==> config.mk <==
export PLATFORM = sky130hd
export DESIGN_NAME = pipe_stage_skid
export DESIGN_NICKNAME = d
export VERILOG_FILES = /design/src/rtl/pipe_stage_skid.sv
export SDC_FILE = /design/constraint.sdc
export NUM_CORES = 1
export LEC_CHECK = 0
export ABC_CLOCK_PERIOD_IN_PS = 3230
export CORE_ASPECT_RATIO = 0.8
export CORE_MARGIN = 2
export CORE_UTILIZATION = 35
export DETAILED_ROUTE_END_ITERATION = 10
export HOLD_SLACK_MARGIN = 0.03
export PLACE_DENSITY_LB_ADDON = 0.12
export SLEW_MARGIN = 0
export SYNTH_ARGS = -nofsm -noshare
export SYNTH_HDL_FRONTEND = slang
export SYNTH_SLANG_ARGS = --single-unit
==> constraint.sdc <==
create_clock -name cpu_clk_50M -period 3.23 [get_ports cpu_clk_50M]
set_clock_uncertainty 0.2 [all_clocks]
set_input_delay 0.4845 -clock cpu_clk_50M [delete_from_list [all_inputs] [get_ports cpu_clk_50M]]
set_output_delay 0.4845 -clock cpu_clk_50M [all_outputs]
set_load 0.01 [all_outputs]
==> src/rtl/pipe_stage_skid.sv <==
// Pipeline stage register with valid/ready handshake, optional 2-entry skid buffer,
// flush, bubble zeroing and a saturating downstream stall counter.
module pipe_stage_skid #(
    parameter int                 DATA_W   = 32,
    parameter int                 EXC_W    = 5,
    parameter logic [EXC_W-1:0]   EXC_NONE = '0,
    parameter logic [31:0]        PC_INIT  = 32'hBFC0_0000,
    parameter int                 SKID_EN  = 1,
    parameter int                 CNT_W    = 16
) (
    input  logic              cpu_clk_50M,
    input  logic              cpu_rst,
    input  logic              flush,
    input  logic              up_valid,
    output logic              up_ready,
    input  logic [31:0]       up_pc,
    input  logic [DATA_W-1:0] up_data,
    input  logic [EXC_W-1:0]  up_exccode,
    output logic              dn_valid,
    input  logic              dn_ready,
    output logic [31:0]       dn_pc,
    output logic [DATA_W-1:0] dn_data,
    output logic [EXC_W-1:0]  dn_exccode,
    output logic [CNT_W-1:0]  stall_cnt
);

    typedef enum logic [1:0] {ST_EMPTY, ST_FULL, ST_SKID} state_t;

    state_t              state_reg, state_next;
    logic [31:0]         main_pc_reg, main_pc_next;
    logic [DATA_W-1:0]   main_data_reg, main_data_next;
    logic [EXC_W-1:0]    main_exc_reg, main_exc_next;
    logic [31:0]         skid_pc_reg, skid_pc_next;
    logic [DATA_W-1:0]   skid_data_reg, skid_data_next;
    logic [EXC_W-1:0]    skid_exc_reg, skid_exc_next;
    logic [CNT_W-1:0]    stall_cnt_reg, stall_cnt_next;
    logic                up_fire;
    logic                dn_fire;

    assign dn_valid   = (state_reg != ST_EMPTY);
    assign dn_pc      = main_pc_reg;
    assign dn_data    = main_data_reg;
    assign dn_exccode = main_exc_reg;
    assign stall_cnt  = stall_cnt_reg;

    // With the skid buffer, up_ready decodes only the state flops so no
    // combinational path from dn_ready reaches the upstream stage.
    generate
        if (SKID_EN != 0) begin : g_skid
            assign up_ready = (state_reg != ST_SKID);
        end else begin : g_noskid
            assign up_ready = !dn_valid || dn_ready;
        end
    endgenerate

    assign up_fire = up_valid && up_ready;
    assign dn_fire = dn_valid && dn_ready;

    always_comb begin
        state_next     = state_reg;
        main_pc_next   = main_pc_reg;
        main_data_next = main_data_reg;
        main_exc_next  = main_exc_reg;
        skid_pc_next   = skid_pc_reg;
        skid_data_next = skid_data_reg;
        skid_exc_next  = skid_exc_reg;

        case (state_reg)
            ST_EMPTY: begin
                if (up_fire) begin
                    state_next     = ST_FULL;
                    main_pc_next   = up_pc;
                    main_data_next = up_data;
                    main_exc_next  = up_exccode;
                end
            end
            ST_FULL: begin
                if (up_fire && dn_fire) begin
                    main_pc_next   = up_pc;
                    main_data_next = up_data;
                    main_exc_next  = up_exccode;
                end else if (dn_fire) begin
                    // Drained: present a zeroed bubble.
                    state_next     = ST_EMPTY;
                    main_pc_next   = '0;
                    main_data_next = '0;
                    main_exc_next  = EXC_NONE;
                end else if (up_fire) begin
                    state_next     = ST_SKID;
                    skid_pc_next   = up_pc;
                    skid_data_next = up_data;
                    skid_exc_next  = up_exccode;
                end
            end
            ST_SKID: begin
                if (dn_ready) begin
                    state_next     = ST_FULL;
                    main_pc_next   = skid_pc_reg;
                    main_data_next = skid_data_reg;
                    main_exc_next  = skid_exc_reg;
                end
            end
            default: state_next = ST_EMPTY;
        endcase

        if (flush) begin
            state_next     = ST_EMPTY;
            main_pc_next   = PC_INIT;
            main_data_next = '0;
            main_exc_next  = EXC_NONE;
            skid_pc_next   = '0;
            skid_data_next = '0;
            skid_exc_next  = EXC_NONE;
        end
    end

    always_comb begin
        stall_cnt_next = stall_cnt_reg;
        if (dn_valid && !dn_ready && !(&stall_cnt_reg))
            stall_cnt_next = stall_cnt_reg + CNT_W'(1);
    end

    always_ff @(posedge cpu_clk_50M) begin
        if (cpu_rst) begin
            state_reg     <= ST_EMPTY;
            main_pc_reg   <= PC_INIT;
            main_data_reg <= '0;
            main_exc_reg  <= EXC_NONE;
            skid_pc_reg   <= '0;
            skid_data_reg <= '0;
            skid_exc_reg  <= EXC_NONE;
            stall_cnt_reg <= '0;
        end else begin
            state_reg     <= state_next;
            main_pc_reg   <= main_pc_next;
            main_data_reg <= main_data_next;
            main_exc_reg  <= main_exc_next;
            skid_pc_reg   <= skid_pc_next;
            skid_data_reg <= skid_data_next;
            skid_exc_reg  <= skid_exc_next;
            stall_cnt_reg <= stall_cnt_next;
        end
    end

endmodule

==> metrics, run 1 <==
RSZ-0062 raised after global routing no; MaxCap Viol Count 0; number of global-route vias before repair 5638; max-slew violations 0; initial antenna violation count 0; core box area 0.0173 mm2; Site Rows 43; total routed wirelength 18.1 mm; first-pass detailed-route iteration total 5; GRT Total Usage 19.1%; number of remaining DRC errors 0; slowest stage cell, crit path mux2_2; Reg area 0.00312 mm2; clk slew on worst S/H paths 0.06 ns; Sink Count 156; port buffer count 160; CTS root buf clkbuf_16; Critical Path Source state_reg[0]$_SDFFE_PP0P_; Worst VDD drop 361 uV; Placed Cells 1072; area of the multi-input gates 0.00281 mm2; Setup Viol. Count Final 0; post-route cell area 0.00864 mm2; Post-synth EDFFs 0; Startpoint Class flop; crit path DAT 2.61 ns; Crit Path Class flop to flop; ANT nets after route 0; Vias 5900; nets 945; R2R Path End dn_pc[23]$_SDFFE_PP1P_; Slew @ Worst Pin 0.920 ns; CP Max Fanout 24; Syn Area/Cell 8.38 um2; crit path to dn_pc[23]$_SDFFE_PP1P_; ANT cells 0; PwrDens 553 mW/mm2; Seq cells post-synth 156; initial core utilization 35.7%; Top Ports 161; HP Start skid_pc_reg[28]$_SDFFE_PP0P_; Layout Cells excl Fill 1104; worst path cell trace inv_1, ha_1, nand2b_1, mux2_2, buf_4, a221oi_1, o21ai_0; DR WL/cell 16.4 um; Die Wd 152 um; Post-synth ARST share 0%; H-tree Lvls 4; Clk Latency, worst-skew pair 0.43 ns; dpl hpwl 11.3 mm; fin crit share 78.8%; minimum clock period 2.55 ns; grt ovf 0; CTS Buf Count 17; Total Die Area 0.0187 mm2; r2r startpoint state_reg[0]$_SDFFE_PP0P_; fmax 0.393 GHz; synth unique cells 42; first-pass GRT wire length 28.8 mm; clock tree buffer depth 2; largest net degree at the start of global routing 72; Die Y 123 um; worst rel slew slack 38.4%; layout cells sized above 1 7.28%; Post-DP Area 0.00798 mm2; Reg2Reg Setup Slack 0.68 ns; mapped cell area 0.00617 mm2; Pleak 2.98 nW; fillers 1591; Mapped Nets 815; Vias/cell 5.34; GP Congestion 0.766; status completed; final hold violation count 0; main flop type after synthesis dfxtp_1; CTS tree yes; Post-CTS Hold Fix Bufs 0; FF-to-FF path depth 7; # resized after CTS 0; First DRT Iteration DRCs 362; Post-CTS Setup Bufs 0; Critical Path RT 3.29 ns; min-delay worst type flop to flop; Syn. warnings 0; Seq/Total Area, Yosys 50.6%; area grow syn2layout 40.1%; Setup crit end kind flop; post-synthesis cell count 736; post-layout total power 0.00477 W; Post-Route Setup TNS 0 ns; max incr delay on CP 0.54 ns; Util after Layout 50.0%
-- power breakdown --
group	internal (W)	switching, W
sequential	0.00198	0.0000332
combinational	0.000248	0.000269
clock	0.00139	0.000855
-- Yosys cell counts, types with 6 or more instances --
cell	count	share of area [%]
nand2_1	143	8.7
dfxtp_1	156	51
o21ai_0	71	5.8
clkbuf_1	52	3.2
inv_1	6	0.37
a21oi_1	78	6.3
o21ai_1	6	0.49
buf_2	9	0.73
nor2_1	84	5.1
a221oi_1	69	9.8
-- cell type report --
class / instances / area share (%)
clock buffers: 17 / 4.93
clock inverters: 15 / 2.72
inverters: 6 / 0.261
multi-input cells: 512 / 32.6
flip-flops and latches: 156 / 36.2
well taps: 225 / 3.26
repair buffers: 173 / 20.1
-- kinds of logic (layout without fill, tap and decap cells) --
group           Yosys count  in the layout  share of synthesized area, %
fa+ha+maj                 5              5                          1.01
xor+xnor                  1              1                         0.142
compound gates          232            232                          23.8
buf+inv                  68            211                          4.44
simple gates            265            265                          18.4
mux                       9              9                          1.58
flops                   156            156                          50.6
-- layer usage --
layer  wire, um  track usage (%)  part of all wire, %
met5          0                0                    0
met4        265             5.96                  1.5
met3       1250             5.97                  6.9
met2       8100             28.7                   45
met1       8480             26.3                   47
-- through the flow --
step,setup WS (ns),hold slack (ns)
final,0.685,0.254
after global routing,0.467,0.271
after CTS,0.663,0.255
after detailed placement,0.468,0.246
after global placement,0.480,0.241
after floorplan,1.14,0.236
-- worst max-delay path, delay by kind of cell (launching register included) --
family / cells / cell delay [ns]
flip-flops: 1 / 0.38
buffers and inverters: 2 / 0.36
AND/OR/NAND/NOR: 1 / 0.31
AO/OA/AOI/OAI: 2 / 0.32
adder cells (fa/ha/maj): 1 / 0.27
multiplexers: 1 / 0.54
-- how the worst min path moves through the flow --
| stage | end | slack, ns | depth (start not counted) |
|---|---|---|---|
| floorplan | skid_data_reg[0]$_SDFFE_PP0P_ | 0.24 | 2 |
| global placement | skid_pc_reg[28]$_SDFFE_PP0P_ | 0.24 | 2 |
| detailed placement | skid_data_reg[4]$_SDFFE_PP0P_ | 0.25 | 2 |
| CTS | skid_data_reg[4]$_SDFFE_PP0P_ | 0.26 | 2 |
| global route | skid_data_reg[21]$_SDFFE_PP0P_ | 0.27 | 2 |
| finish | skid_pc_reg[28]$_SDFFE_PP0P_ | 0.25 | 2 |
-- cell usage in the layout, fill, tap and decap left out, types with 2 or more instances in the layout --
| cell type | count |
|---|---|
| buf_4 | 10 |
| inv_1 | 6 |
| o21ai_0 | 71 |
| nor3_1 | 2 |
| dfxtp_1 | 156 |
| inv_6 | 3 |
| o31ai_1 | 2 |
| or3_2 | 4 |
| or2_1 | 2 |
| mux2i_1 | 2 |
| inv_8 | 2 |
| buf_12 | 3 |
| nand3_1 | 2 |
| nor2_1 | 82 |
| bufinv_16 | 5 |
| ha_1 | 5 |
| o21ai_1 | 5 |
| a221oi_1 | 69 |
| nand4_1 | 3 |
| nor2_4 | 2 |
| nor4_1 | 4 |
| a21oi_1 | 78 |
| clkbuf_16 | 17 |
| nand2_1 | 143 |
| or4_1 | 2 |
| clkinvlp_4 | 3 |
| clkdlybuf4s50_1 | 160 |
| nand2b_1 | 2 |
| mux2_1 | 5 |
| a21oi_2 | 2 |
| nor2b_1 | 5 |
(Power assumes the default switching activity.)
==> run 2: changes to the inputs <==
- ABC_CLOCK_PERIOD_IN_PS: 3230 -> 2700
- clock period: 3.23 -> 2.7 ns (I/O delays scaled with it)
==> run 2 against run 1 <==
Worst setup slack worse by 0.40 ns. Flip-flop and latch count unchanged. Sequential share of layout area up 0.16 points. Via count fell by 0.56%. Largest cell class unchanged. Global-route usage barely moved. Cell count grew 0.18%. Largest power group is now sequential cells. Sequential power increased by 20%.
==> metrics, run 2 (synthesis gave the netlist of run 1 again) <==
Post-DP Area 0.00802 mm2 (was 0.00798 mm2); FF-to-FF path depth 5 (was 7); fillers 1580 (was 1591); Total Die Area 0.0187 mm2 (unchanged); Reg2Reg Setup Slack 0.28 ns (was 0.68 ns); crit path DAT 1.81 ns (was 2.61 ns); r2r startpoint stall_cnt[0]$_SDFFE_PP0P_ (was state_reg[0]$_SDFFE_PP0P_); Reg area 0.00312 mm2 (unchanged); layout cells sized above 1 7.49% (was 7.28%); Die Wd 152 um (unchanged); Util after Layout 49.8% (was 50.0%); Post-Route Setup TNS 0 ns (unchanged); GP Congestion 0.759 (was 0.766); initial antenna violation count 1 (was 0); area of the multi-input gates 0.00281 mm2 (unchanged); total routed wirelength 18.0 mm (was 18.1 mm); first-pass detailed-route iteration total 5 (unchanged); most frequent cells in the layout 160 x clkdlybuf4s50_1, 156 x dfxtp_1, 143 x nand2_1 (unchanged); RSZ-0062 raised after global routing no (unchanged); port buffer count 160 (unchanged); First DRT Iteration DRCs 363 (was 362); number of global-route vias before repair 5700 (was 5638); ANT nets after route 0 (unchanged); minimum clock period 2.42 ns; initial core utilization 35.7% (unchanged); final hold violation count 0 (unchanged); post-route cell area 0.00860 mm2 (was 0.00864 mm2); dpl hpwl 11.0 mm (was 11.3 mm); max-slew violations 0 (unchanged); CTS root buf clkbuf_16 (unchanged); core box area 0.0173 mm2 (unchanged); Slew @ Worst Pin 0.854 ns (was 0.920 ns); Critical Path RT 2.10 ns (was 3.29 ns); Startpoint Class flop (unchanged); first-pass GRT wire length 29.0 mm (was 28.8 mm); area grow syn2layout 39.4% (was 40.1%); hold endpoint skid_pc_reg[20]$_SDFFE_PP0P_ (was skid_pc_reg[28]$_SDFFE_PP0P_); Worst VDD drop 400 uV (was 361 uV); grt ovf 0 (unchanged); Post-CTS Setup Bufs 0 (unchanged); HP Start skid_pc_reg[20]$_SDFFE_PP0P_ (was skid_pc_reg[28]$_SDFFE_PP0P_); fin crit share 89.6%; CP Max Fanout 7 (was 24); worst rel slew slack 42.9% (was 38.4%); min-delay worst type flop to flop (unchanged); clk slew on worst S/H paths 0.06 ns (about the same); Buf+Inv Stages, Crit Path 3 (was 2); PwrDens 626 mW/mm2 (was 553 mW/mm2); largest net degree at the start of global routing 72 (unchanged); Clk Latency, worst-skew pair 0.42 ns (was 0.43 ns); Setup crit end kind output port (was flop); MaxCap Viol Count 0 (unchanged); Crit Path Class flop to output port (was flop to flop); CTS tree yes (unchanged); Vias 5867 (was 5900); Post-CTS Hold Fix Bufs 0 (unchanged); max incr delay on CP 0.56 ns (was 0.54 ns); Pleak 2.97 nW (was 2.98 nW); nets 947 (was 945); number of remaining DRC errors 0 (unchanged); CTS Buf Count 17 (unchanged); status completed (unchanged); ANT cells 0 (unchanged); hold path depth 2 (unchanged); clock tree buffer depth 2 (unchanged); DR WL/cell 16.3 um (was 16.4 um); worst path cell trace inv_1, ha_1, inv_1, clkdlybuf4s50_1 (was inv_1, ha_1, nand2b_1, mux2_2, buf_4, a221oi_1, o21ai_0); H-tree Lvls 4 (unchanged); R2R Path End stall_cnt[9]$_SDFFE_PP0P_ (was dn_pc[23]$_SDFFE_PP1P_); Top Ports 161 (unchanged); Vias/cell 5.30 (was 5.34); Die Y 123 um (unchanged); CP most frequent cell inv_1; slowest stage cell, crit path clkdlybuf4s50_1 (was mux2_2); most common cell after layout, fill and taps aside clkdlybuf4s50_1 (unchanged); # resized after CTS 0 (unchanged); Site Rows 43 (unchanged); Sink Count 156 (unchanged); cell family with most CP delay buffers and inverters (was multiplexers); fmax 0.413 GHz; GRT Total Usage 19.1% (about the same); Hold WS 0.254 ns (about the same); Setup Viol. Count Final 0 (unchanged)
[run 2: cell types whose count changed in the layout (fill, tap and decap cells not counted), sizes merged]
cell | before | now
clkinv | 2 | 7
inv | 11 | 12
clkinvlp | 3 | 1
buf | 13 | 15
bufinv | 5 | 1
[run 2: worst register-to-register path, stage by stage (launching register included)]
cell	delay, ns
dfxtp_1	0.42
ha_1	0.24
nand3_4	0.14
o41ai_4	0.84
nor4_1	0.14
mux2_1	0.34
[run 2: worst max path at each step]
stage | from | endpoint | slack [ns] | depth (start not counted)
after detailed placement | stall_cnt[0]$_SDFFE_PP0P_ | stall_cnt[11]$_SDFFE_PP0P_ | 0.27 | 5
after global placement | dn_ready | stall_cnt[14]$_SDFFE_PP0P_ | 0.34 | 5
after global routing | stall_cnt[0]$_SDFFE_PP0P_ | stall_cnt[8]$_SDFFE_PP0P_ | 0.03 | 5
after floorplan | state_reg[0]$_SDFFE_PP0P_ | dn_data[10]$_SDFFE_PP0P_ | 0.61 | 8
after CTS | stall_cnt[0]$_SDFFE_PP0P_ | stall_cnt[9]$_SDFFE_PP0P_ | 0.26 | 5
final | state_reg[0]$_SDFFE_PP0P_ | dn_valid | 0.28 | 4
[run 2: report_power, final]
part | total [W] | switching (W) | internal, W
Combinational | 0.000628 | 0.000325 | 0.000303
Clock | 0.00235 | 0.00104 | 0.00130
Sequential | 0.00241 | 0.0000384 | 0.00237
Total | 0.00538 | 0.00141 | 0.00397
[run 2: routing by layer]
metal	global-route usage, %	vias to the layer above	share of wire, %
li1	-	2865	-
met1	25.8	2800	47
met2	30.5	182	45
met3	4.94	18	6.3
met4	5.55	2	1.4
met5	0	-	0.072
[run 2: per-stage QoR]
stage / setup slack (ns) / std cells / total power [W]
after floorplan: 0.608 / 736 / 0.00273
after global placement: 0.340 / 1074 / 0.00308
after detailed placement: 0.268 / 1074 / 0.00308
after CTS: 0.255 / 1106 / 0.00544
after global routing: 0.0252 / 1106 / 0.00559
final: 0.281 / 1106 / 0.00538
[run 2: area by class of cell]
type / count / area share [%]
clock inverters: 15 / 1.83
inverters: 6 / 0.262
clock buffers: 17 / 4.95
flip-flops and latches: 156 / 36.3
repair buffers: 175 / 20.7
well taps: 225 / 3.27
multi-input cells: 512 / 32.7
==> run 3: changes to the inputs <==
- CAP_MARGIN: unset -> 25
==> results of run 3 <==
The final DEF is identical to that of run 2; final timing and power are the same.
